### config.mk
export PLATFORM = sky130hd
export DESIGN_NAME = axis_deadlock_detector
export DESIGN_NICKNAME = d
export VERILOG_FILES = /design/src/rtl/axis_deadlock_detector.sv
export SDC_FILE = /design/constraint.sdc
export NUM_CORES = 1
export LEC_CHECK = 0
export ABC_AREA = 1
export CELL_PAD_IN_SITES_DETAIL_PLACEMENT = 1
export CELL_PAD_IN_SITES_GLOBAL_PLACEMENT = 2
export CORE_MARGIN = 4
export CORE_UTILIZATION = 28
export CTS_BUF_LIST = sky130_fd_sc_hd__clkbuf_2
export CTS_CLUSTER_DIAMETER = 30
export CTS_CLUSTER_SIZE = 40
export DETAILED_ROUTE_END_ITERATION = 10
export GPL_TIMING_DRIVEN = 0
export HOLD_SLACK_MARGIN = 0.03
export PLACE_DENSITY_LB_ADDON = 0.1
export SLEW_MARGIN = 20
export SYNTH_ARGS = -nofsm -noshare
export SYNTH_HDL_FRONTEND = slang
export SYNTH_SLANG_ARGS = --single-unit
### constraint.sdc
create_clock -name clock -period 2.3 [get_ports clock]
set_clock_uncertainty 0.2 [all_clocks]
set_input_delay 0.46 -clock clock [delete_from_list [all_inputs] [get_ports clock]]
set_output_delay 0.46 -clock clock [all_outputs]
set_load 0.01 [all_outputs]
### src/rtl/axis_deadlock_detector.sv
// Stall-qualification FSM over AXI-Stream blocking vectors.
// Raises a sticky block flag and snapshots the stalled streams.
module axis_deadlock_detector #(
  parameter int NUM_AXIS        = 10,
  parameter int NUM_INST        = 1,
  parameter int STALL_THRESHOLD = 1024,
  parameter int CNT_W           = 16,
  parameter int IDX_W           = 4
) (
  input  logic                clock,
  input  logic                reset,
  input  logic [NUM_AXIS-1:0] axis_block_sigs,
  input  logic [NUM_INST-1:0] inst_idle_sigs,
  input  logic [NUM_INST-1:0] inst_block_sigs,
  output logic                block,
  output logic [NUM_AXIS-1:0] block_mask,
  output logic [IDX_W-1:0]    first_blocked_idx,
  output logic [CNT_W-1:0]    stall_count
);

  typedef enum logic [1:0] {
    MONITOR,
    SUSPECT,
    DEADLOCK
  } state_t;

  localparam logic [IDX_W-1:0] NONE_IDX = IDX_W'(NUM_AXIS);
  localparam logic [CNT_W-1:0] CNT_LAST = CNT_W'(STALL_THRESHOLD - 1);
  localparam logic [CNT_W-1:0] CNT_MAX  = CNT_W'(STALL_THRESHOLD);

  state_t                r_state;
  state_t                w_state_nxt;
  logic [NUM_AXIS-1:0]   r_prev;
  logic [CNT_W-1:0]      r_cnt;
  logic [CNT_W-1:0]      w_cnt_nxt;
  logic                  r_block;
  logic                  w_block_nxt;
  logic [NUM_AXIS-1:0]   r_mask;
  logic [NUM_AXIS-1:0]   w_mask_nxt;
  logic [IDX_W-1:0]      r_idx;
  logic [IDX_W-1:0]      w_idx_nxt;

  logic w_any_blk;
  logic w_all_idle;
  logic w_progress;
  logic w_stall;

  function automatic logic [IDX_W-1:0] f_prio(
    input logic [NUM_AXIS-1:0] v
  );
    f_prio = NONE_IDX;
    for (int i = NUM_AXIS - 1; i >= 0; i--)
      if (v[i]) f_prio = IDX_W'(i);
  endfunction

  // Any change in the blocking pattern means something moved.
  always_comb begin
    w_any_blk  = (|axis_block_sigs) | (|inst_block_sigs);
    w_all_idle = &inst_idle_sigs;
    w_progress = (axis_block_sigs != r_prev);
    w_stall    = w_any_blk & ~w_all_idle & ~w_progress;
  end

  always_comb begin
    w_state_nxt = r_state;
    w_cnt_nxt   = r_cnt;
    w_block_nxt = r_block;
    w_mask_nxt  = r_mask;
    w_idx_nxt   = r_idx;
    unique case (r_state)
      MONITOR: begin
        w_cnt_nxt = '0;
        if (w_stall) begin
          w_state_nxt = SUSPECT;
          w_cnt_nxt   = CNT_W'(1);
        end
      end
      SUSPECT: begin
        if (!w_stall) begin
          w_state_nxt = MONITOR;
          w_cnt_nxt   = '0;
        end else if (r_cnt == CNT_LAST) begin
          w_state_nxt = DEADLOCK;
          w_cnt_nxt   = CNT_MAX;
          w_block_nxt = 1'b1;
          w_mask_nxt  = axis_block_sigs;
          w_idx_nxt   = f_prio(axis_block_sigs);
        end else begin
          w_cnt_nxt = r_cnt + CNT_W'(1);
        end
      end
      DEADLOCK: begin
        w_block_nxt = 1'b1;
      end
      default: begin
        w_state_nxt = MONITOR;
        w_cnt_nxt   = '0;
      end
    endcase
  end

  always_ff @(posedge clock) begin
    if (reset) begin
      r_state <= MONITOR;
      r_prev  <= '0;
      r_cnt   <= '0;
      r_block <= 1'b0;
      r_mask  <= '0;
      r_idx   <= NONE_IDX;
    end else begin
      r_state <= w_state_nxt;
      r_prev  <= axis_block_sigs;
      r_cnt   <= w_cnt_nxt;
      r_block <= w_block_nxt;
      r_mask  <= w_mask_nxt;
      r_idx   <= w_idx_nxt;
    end
  end

  assign block             = r_block;
  assign block_mask        = r_mask;
  assign first_blocked_idx = r_idx;
  assign stall_count       = r_cnt;

endmodule

==> summary.txt <==
Worst setup path
  – Crit Path Class: flip-flop to output port
  – Crit-path max cell delay: 0.59 ns
  – RR Startpoint: stall_count[0]
  – Worst r2r dst: block_mask[9]
  – Crit path cell chain: clkdlybuf4s50_1
  – Crit-path slowest cell: clkdlybuf4s50_1
  – CP arrival: 1.53 ns
  – Crit end category: output port
  – Worst path required time: 1.64 ns
  – Worst reg-to-reg path cell count: 10
  – WP buf/inv: 1
  – CP Max Fanout: 8
  – Critical Path Stages: 1
  – Startpoint types: flip-flop
  – Crit. Startpoint: stall_count[8]
  – R2r setup slk: 0.19 ns
  – CP delay by family, top: buffers and inverters
  – CP endpoint: stall_count[8]

Detailed routing
  – Drt initial violations: 20
  – Pre-antenna DRT Iters: 3
  – Vias/cell: 4.60
  – Drt total wl: 6.51 mm
  – Routed Antenna Nets: 0
  – Average wire per standard cell: 13.1 um
  – Drc violations: 0
  – Total number of vias: 2279

Final layout
  – Design area: 2900 um^2
  – Layout area overhead: 29.0%
  – Filler Cells Inserted: 1019
  – Ant. Diodes: 0
  – Ratio of cells with drive above 1 in the final layout: 11.5%
  – Core Util, Final: 37.3%
  – Final nets: 407

STA
  – Worst-Margin Slew: 0.627 ns
  – Final period util: 95.1%
  – Final Hold Fails: 0
  – RSZ-0062 raised after global routing: false
  – Fin crit period: 2.19 ns
  – Slew headroom: 58.1%
  – Worst hold slack: 0.296 ns
  – Setup tns final: 0 ns
  – Final Slew Violations: 0
  – F_max: 0.457 GHz
  – Final setup vio count: 0

Outcome
  – Status: finished, final reports clean

Yosys
  – Synth cell types: 31
  – #FFs+latches synth: 43
  – Async set-or-reset flop fraction in the synthesized netlist: 0%
  – Synthesized area per cell: 6.59 um^2
  – Yosys warns: 0
  – Post-synth EDFFs: 0
  – Post-Syn Area: 2250 um^2
  – Seq/Total Area, Yosys: 38.3%
  – Net Count, Synth: 356
  – Most common flop cell mapped by yosys: dfxtp_1
  – Synthesized instance count: 341

Floorplanning
  – Chip Height: 97.6 um
  – Die width: 97.6 um
  – Initial Util: 28.9%
  – Die area: 9530 um^2
  – Core Rows: 32
  – Core Area: 7770 um^2
  – Ports: 45

Global routing
  – GRT met1 Usage: 17.0%
  – Total global routing overflow: 0
  – Global Route Usage Sum: 14.4%
  – First-pass GRT wire length: 11.3 mm
  – Largest net degree at the start of global routing: 15
  – Initial antenna violation count: 0
  – GR Util met2: 26.6%
  – GR peak layer: met2
  – Vias in the first global route: 2362
  – Grt met3 use: 2.51%

Power and ir drop
  – PwrDens: 460 nW/um^2
  – Leak: 1.17 nW
  – VDD IR-drop max: 0.000248 V
  – Tot Pwr: 1.34 mW

Clock network
  – Clock Sinks: 43
  – Clock slew at reported path FFs: 0.27 ns
  – Inserted Clock Buffers: 5
  – Skew-Pair Late Insertion Delay: 0.44 ns
  – CTS tree: done
  – CTS Buffer Depth: 2
  – Post-CTS Setup Inserts: 0
  – H-tree levels: 2
  – Cts-stage hold buffer count: 0
  – CTS root buffer: clkbuf_2

Job
  – Max Cap Viol: 0

Placement
  – Routability Congestion: 0.796
  – HPWL Detailed: 5.23 mm
  – I/O Buffers: 44
  – Placed inst area: 2820 um^2

Min path
  – Tightest Hold Check Type: flip-flop to flip-flop
cell usage after synthesis, types with 2 or more instances:
cell type / n / area share [%]
clkbuf_1: 4 / 0.67
inv_1: 34 / 5.7
nor2_2: 3 / 0.83
nor2_4: 4 / 2.0
buf_6: 2 / 1.0
a21oi_1: 19 / 4.2
nor4_1: 2 / 0.56
inv_2: 9 / 1.5
nand4_1: 6 / 1.7
nand3_2: 8 / 3.6
dfxtp_1: 43 / 38
a21oi_2: 2 / 0.78
nand2_2: 2 / 0.56
nand2_1: 93 / 16
xor2_1: 2 / 0.78
nor2_1: 63 / 11
o21ai_0: 22 / 4.9
nor3_1: 3 / 0.67
nand3_1: 8 / 1.8
logic make-up (layout without fill, tap and decap cells):
group / count (synthesis) / count (layout) / share of synthesized area (%)
AND/OR/NAND/NOR: 197 / 197 / 39.8
AO/OA/AOI/OAI: 47 / 47 / 11.1
XOR/XNOR: 3 / 3 / 1.17
buffers and inverters: 50 / 102 / 9.07
flip-flops: 43 / 43 / 38.3
adder cells (fa/ha/maj): 1 / 1 / 0.556
per-stage QoR:
step / cells / setup slack (ns)
2_1_floorplan: 341 / 0.408
4_1_cts: 495 / 0.00557
5_1_grt: 495 / 0.00582
3_3_place_gp: 487 / -0.291
6_report: 495 / 0.114
3_5_place_dp: 487 / -0.322
where the power goes:
part	internal [mW]	switching (mW)
Clock	0.184	0.278
Sequential	0.756	0.00443
Combinational	0.0441	0.0686
cells in the final DEF, fill, tap and decap left out, types with 3 or more instances in the layout:
cell type / n
clkbuf_1: 4
clkbuf_2: 6
nand3_2: 7
clkdlybuf4s50_1: 44
a21oi_1: 19
nor2_4: 4
nand3_1: 8
nor3_1: 3
inv_2: 9
nor2_1: 62
inv_1: 34
nor2_2: 4
nand2_1: 93
o21ai_0: 22
dfxtp_1: 41
nand4_1: 6
area by class of cell:
class                   instances  area (um^2)  share of cell area [%]
plain buffers                   7         42.5                    1.47
clock buffers                   5         25.0                   0.863
clock inverters                 3         43.8                    1.51
inverters                      43          161                    5.57
multi-input cells             248         1190                    41.2
flip-flops and latches         43          866                    29.9
well taps                     102          128                    4.40
repair buffers                 44          440                    15.2
worst min path at each step:
stage	from	end	slack, ns	cells after the start
floorplan	r_state[1]	r_state[0]	0.25	1
global placement	block	block	0.24	2
detailed placement	block	block	0.25	2
CTS	block	block	0.30	2
global route	block	block	0.33	2
finish	block	block	0.30	2
flip-flops by register name, indices dropped and copies added (netlist names):
signal             cells
block                  1
block_mask            10
first_blocked_idx      4
stall_count           16
r_prev                10
r_state                2
metal layers:
metal | wire length, um | share of wire, % | vias to the layer above
met5 | 0 | 0 | -
met4 | 70 | 1.1 | 0
met3 | 178 | 2.7 | 6
met2 | 3450 | 53 | 29
met1 | 2800 | 43 | 1070
li1 | - | - | 1174
timing repair:
item / CTS / global route
resized for setup: 1 / 4
pin swaps: 0 / 0
setup endpoints to repair: 9 / 12
endpoints found under the hold margin: 0 / 0
Power figures use the tool's default switching activity.
==> RTL change 1: new RTL, same flow settings <==
Make the reset (`reset`) asynchronous in one clocked block.
--- a/src/rtl/axis_deadlock_detector.sv
+++ b/src/rtl/axis_deadlock_detector.sv
@@ -101,3 +101,3 @@
 
-  always_ff @(posedge clock) begin
+  always_ff @(posedge clock or posedge reset) begin
     if (reset) begin
Check against the original RTL: differs if reset is asserted again (counterexample within 4 cycles, from zero or initial values and one cycle with reset high); with reset held inactive, the same outputs for 10 cycles.
==> RTL change 1 against the unedited design <==
Routed wire length is 9.0% higher. Total power is 3.1% higher. Synthesized area is 13% higher. Via count is 2.0% lower. Sequential cell count stayed put. Utilization is 0.27 points lower. Worst setup slack better by 0.0048 ns. Design area is 12% higher.
==> RTL change 1: results <==
set metrics [dict create \
    grtUsageMet2_pct 20.4 \
    critical_path.max_stage_delay_ns 0.57 \
    status "finished clean" \
    dp.final_hpwl_um 5410 \
    syn_nets 345 \
    synth_area_leaders "dfrtp_1 40%, nand2_1 13%, nor2_1 6.8%" \
    cts-resized-gates 0 \
    hold_class "input port to async pin" \
    drt_iter0_drc 64 \
    drt-total-wl_um 7090 \
    grt_pass1_wl_um 11900 \
    r2r_start "stall_count[1]$_DFFE_PP0N_" \
    post_cts_buffers 1 \
    num-multi-input-gates 241 \
    viasPerCell 4.50 \
    bufAreaShareNonClock_pct 16.8 \
    synthFlopType "dfrtp_1" \
    gp_congestion 0.780 \
    use_met1_pct 22.8 \
    leakagePower_uw 0.00163 \
    cts-root-buf "clkbuf_2" \
    cp-startpoint "stall_count[10]$_DFFE_PP0N_" \
    drive_gt1_share_pct 20.6 \
    holdWs_ns 0.113 \
    grt_max_degree 25 \
    postSynth.asyncResetShare_pct 100 \
    signal_buffers 54 \
    nets 402 \
    peakVddDrop_mv 0.238 \
    wl_met3_um 222 \
    syn-instance-count 330 \
    m1WireLength_um 3890 \
    synth_commonest_cells "91 x nand2_1, 46 x nor2_1, 41 x dfrtp_1" \
    met2RoutedLength_um 2900 \
    synthDistinctLibCells 29 \
    seq_cell_count 43 \
    crit_path_max_fanout 6 \
    r2r_cells 10 \
    n_all_inverters 42 \
    clk_path_buf_depth 2 \
    use_met3_pct 3.11 \
    ff_latch_area_um2 1080 \
    reg2reg_slack_ns 0.13 \
    firstDrtPassIters 4 \
]
RTL change 1: cell count changes after synthesis, moves of 7 or more:
cell     unedited run  this run
dfxtp_1            43         0
dfrtp_1             0        41
nor2_2              3        22
a21oi_1            19         1
nor2_1             63        46
o21ai_0            22         7
nand3_1             8        17
xor2_1              2        10
nand2_2             2         9
nand3_2             8         1
RTL change 1: power breakdown:
group	total [uW]	switching [uW]	internal (uW)
clock network	469	281	188
registers	772	5.05	767
logic	136	86.0	50.4
total	1380	372	1000
RTL change 1: kinds of logic (layout without fill, tap and decap cells):
family          count (synthesis)  in the layout
simple gates                  215            215
buf+inv                        46            104
fa+ha+maj                       1              1
xor+xnor                       13             13
flops                          43             43
compound gates                 12             12
RTL change 1: stage by stage:
stage / TNS [ns] / worst slack, ns / util, %
after detailed placement: -7.60 / -0.343 / 35.7
after CTS: 0 / 0.0261 / 36.6
after global placement: -27.40 / -0.494 / 35.5
after global routing: -0.000294 / -0.000294 / 37.1
final: 0 / 0.118 / 37.1
after floorplan: 0 / 0.344 / -
==> RTL change 2: new RTL, same settings <==
Made on the original files. `NUM_AXIS`: 10 -> 20.
--- a/src/rtl/axis_deadlock_detector.sv
+++ b/src/rtl/axis_deadlock_detector.sv
@@ -3,3 +3,3 @@
 module axis_deadlock_detector #(
-  parameter int NUM_AXIS        = 10,
+  parameter int NUM_AXIS        = 20,
   parameter int NUM_INST        = 1,
Ports: changed (resized axis_block_sigs and block_mask); port bits go from 45 to 65. The function was not compared with the original's and may differ.
==> RTL change 2 against the unedited design <==
The flow now finishes with violations (setup timing). Routed wire length rose by 64%. Worst hold slack got worse by 0.22 ns. Total power rose by 40%. Count of clock-buffer cells in the layout rose by 6. Worst setup slack got worse by 0.14 ns. Sequential cell count rose by 20. Design area rose by 54%. Synthesized area rose by 34%. Critical endpoint is now block_mask[17]$_SDFFE_PP0P_.
==> RTL change 2: results <==
set metrics [dict create \
    synthDistinctLibCells 36 \
    cp.arrival_ns 2.49 \
    leakagePower_uw 0.00187 \
    syn_area_um2 3020 \
    crit_path_max_fanout 5 \
    drt-total-wl_um 10700 \
    nets 559 \
    ys_seq_area_share_pct 41.8 \
    numCtsBuffers 9 \
    via_count 3245 \
    setup_ws_ns -0.0280 \
    grt_usage_pct 16.9 \
    synth_area_leaders "dfxtp_1 42%, nand2_1 11%, nor2_1 6.8%" \
    avgSynthCellArea_um2 7.04 \
    h-tree-depth 3 \
    tightest_slew_ns 0.662 \
    gp_congestion 0.795 \
    grt_max_degree 11 \
    finalSetupViolations 8 \
    place_inst 629 \
    dp.final_hpwl_um 7580 \
    path_clk_slew_ns 0.18 \
    p_switching_uw 538 \
    finalSetupTns_ns -0.113 \
    drive_gt1_share_pct 24.4 \
    holdCritStartpoint "axis_block_sigs[5]" \
    grt_pass1_vias 3282 \
    cp-startpoint "stall_count[0]$_SDFFE_PP0N_" \
    hold_class "input port to flop" \
    syn_nets 454 \
    violations "setup timing" \
    status "finished, violations left" \
    grt_pass1_wl_um 17000 \
    insertion_delay_ns 0.48 \
]
[RTL change 2: cell types whose count changed in the layout (fill, tap and decap cells not counted), moves of 7 or more]
cell / delta
nor2_1: -10
buf_6: +11
dfxtp_1: +15
clkdlybuf4s50_1: +10
a21oi_2: +13
nand3_1: +8
nand2_1: -9
buf_4: +19
o21ai_2: +7
inv_1: +9
[RTL change 2: cell type report]
type                       count  area (um2)
fill                        1304        5960
multi-input combinational    296        1710
sequential                    63        1270
timing repair buffer          94         931
inverter                      58         220
tap                          136         170
buffer                        12        91.3
clock buffer                  11        55.1
clock inverter                 3        12.5
[RTL change 2: timing repair]
item | 4_1_cts | 5_1_grt
endpoints found under the setup margin | 39 | 43
cloned | 3 | 1
pin swaps | 9 | 24
setup buffers | 20 | 7
resized for setup | 41 | 69
[RTL change 2: worst max-delay path, cell delays in order (launching register included)]
cell and delay (ns):
dfxtp_4 0.40, ha_4 0.14, nand3_4 0.09, nor2_4 0.14
nand2_2 0.10, nor3_4 0.23, inv_2 0.10, nor2_4 0.10
and3_4 0.20, inv_4 0.04, nor3_4 0.15, buf_6 0.15
buf_6 0.12, a21oi_1 0.06
[RTL change 2: metal layers]
metal | routed length (um) | vias to the layer above | track usage [%]
li1 | - | 1603 | -
met1 | 5540 | 1563 | 24.8
met2 | 4600 | 65 | 24.9
met3 | 422 | 14 | 3.10
met4 | 136 | 0 | 5.35
met5 | 0 | - | 0
[RTL change 2: kinds of logic (layout without fill, tap and decap cells)]
logic type	Yosys count	count (layout)	synth area share (%)
buffers and inverters	70	178	9.86
flip-flops	63	63	41.8
AND/OR/NAND/NOR	209	209	31.7
adder cells (fa/ha/maj)	1	1	0.414
AO/OA/AOI/OAI	78	78	14.0
XOR/XNOR	8	8	2.32
[RTL change 2: through the flow]
stage	hold WS [ns]	util [%]	total power [uW]	cell area [um2]
floorplan	0.289	-	1250	3020
global placement	0.275	36.8	1340	3830
detailed placement	0.286	36.8	1350	3830
CTS	0.126	40.1	1880	4170
global route	0.0578	42.8	1970	4460
finish	0.0758	42.8	1870	4460
[RTL change 2: path summary, 6_finish.rpt]
| kind | slack, ns | endpoint | cells after the start |
|---|---|---|---|
| setup reg to reg | -0.03 | block_mask[17]$_SDFFE_PP0P_ | 13 |
| hold reg to reg | 0.30 | first_blocked_idx[0]$_SDFFE_PP0P_ | 2 |
| setup / recovery | -0.03 | block_mask[17]$_SDFFE_PP0P_ | 13 |
| hold / removal | 0.08 | r_prev[5]$_SDFF_PP0_ | 3 |
[RTL change 2: power by group through the flow]
stage / Combinational [uW] / Sequential [uW] / Clock (uW)
finish: 223 / 1120 / 524
global route: 249 / 1120 / 594
CTS: 206 / 1120 / 556
detailed placement: 202 / 1140 / 0
global placement: 202 / 1140 / 0
floorplan: 107 / 1140 / 0
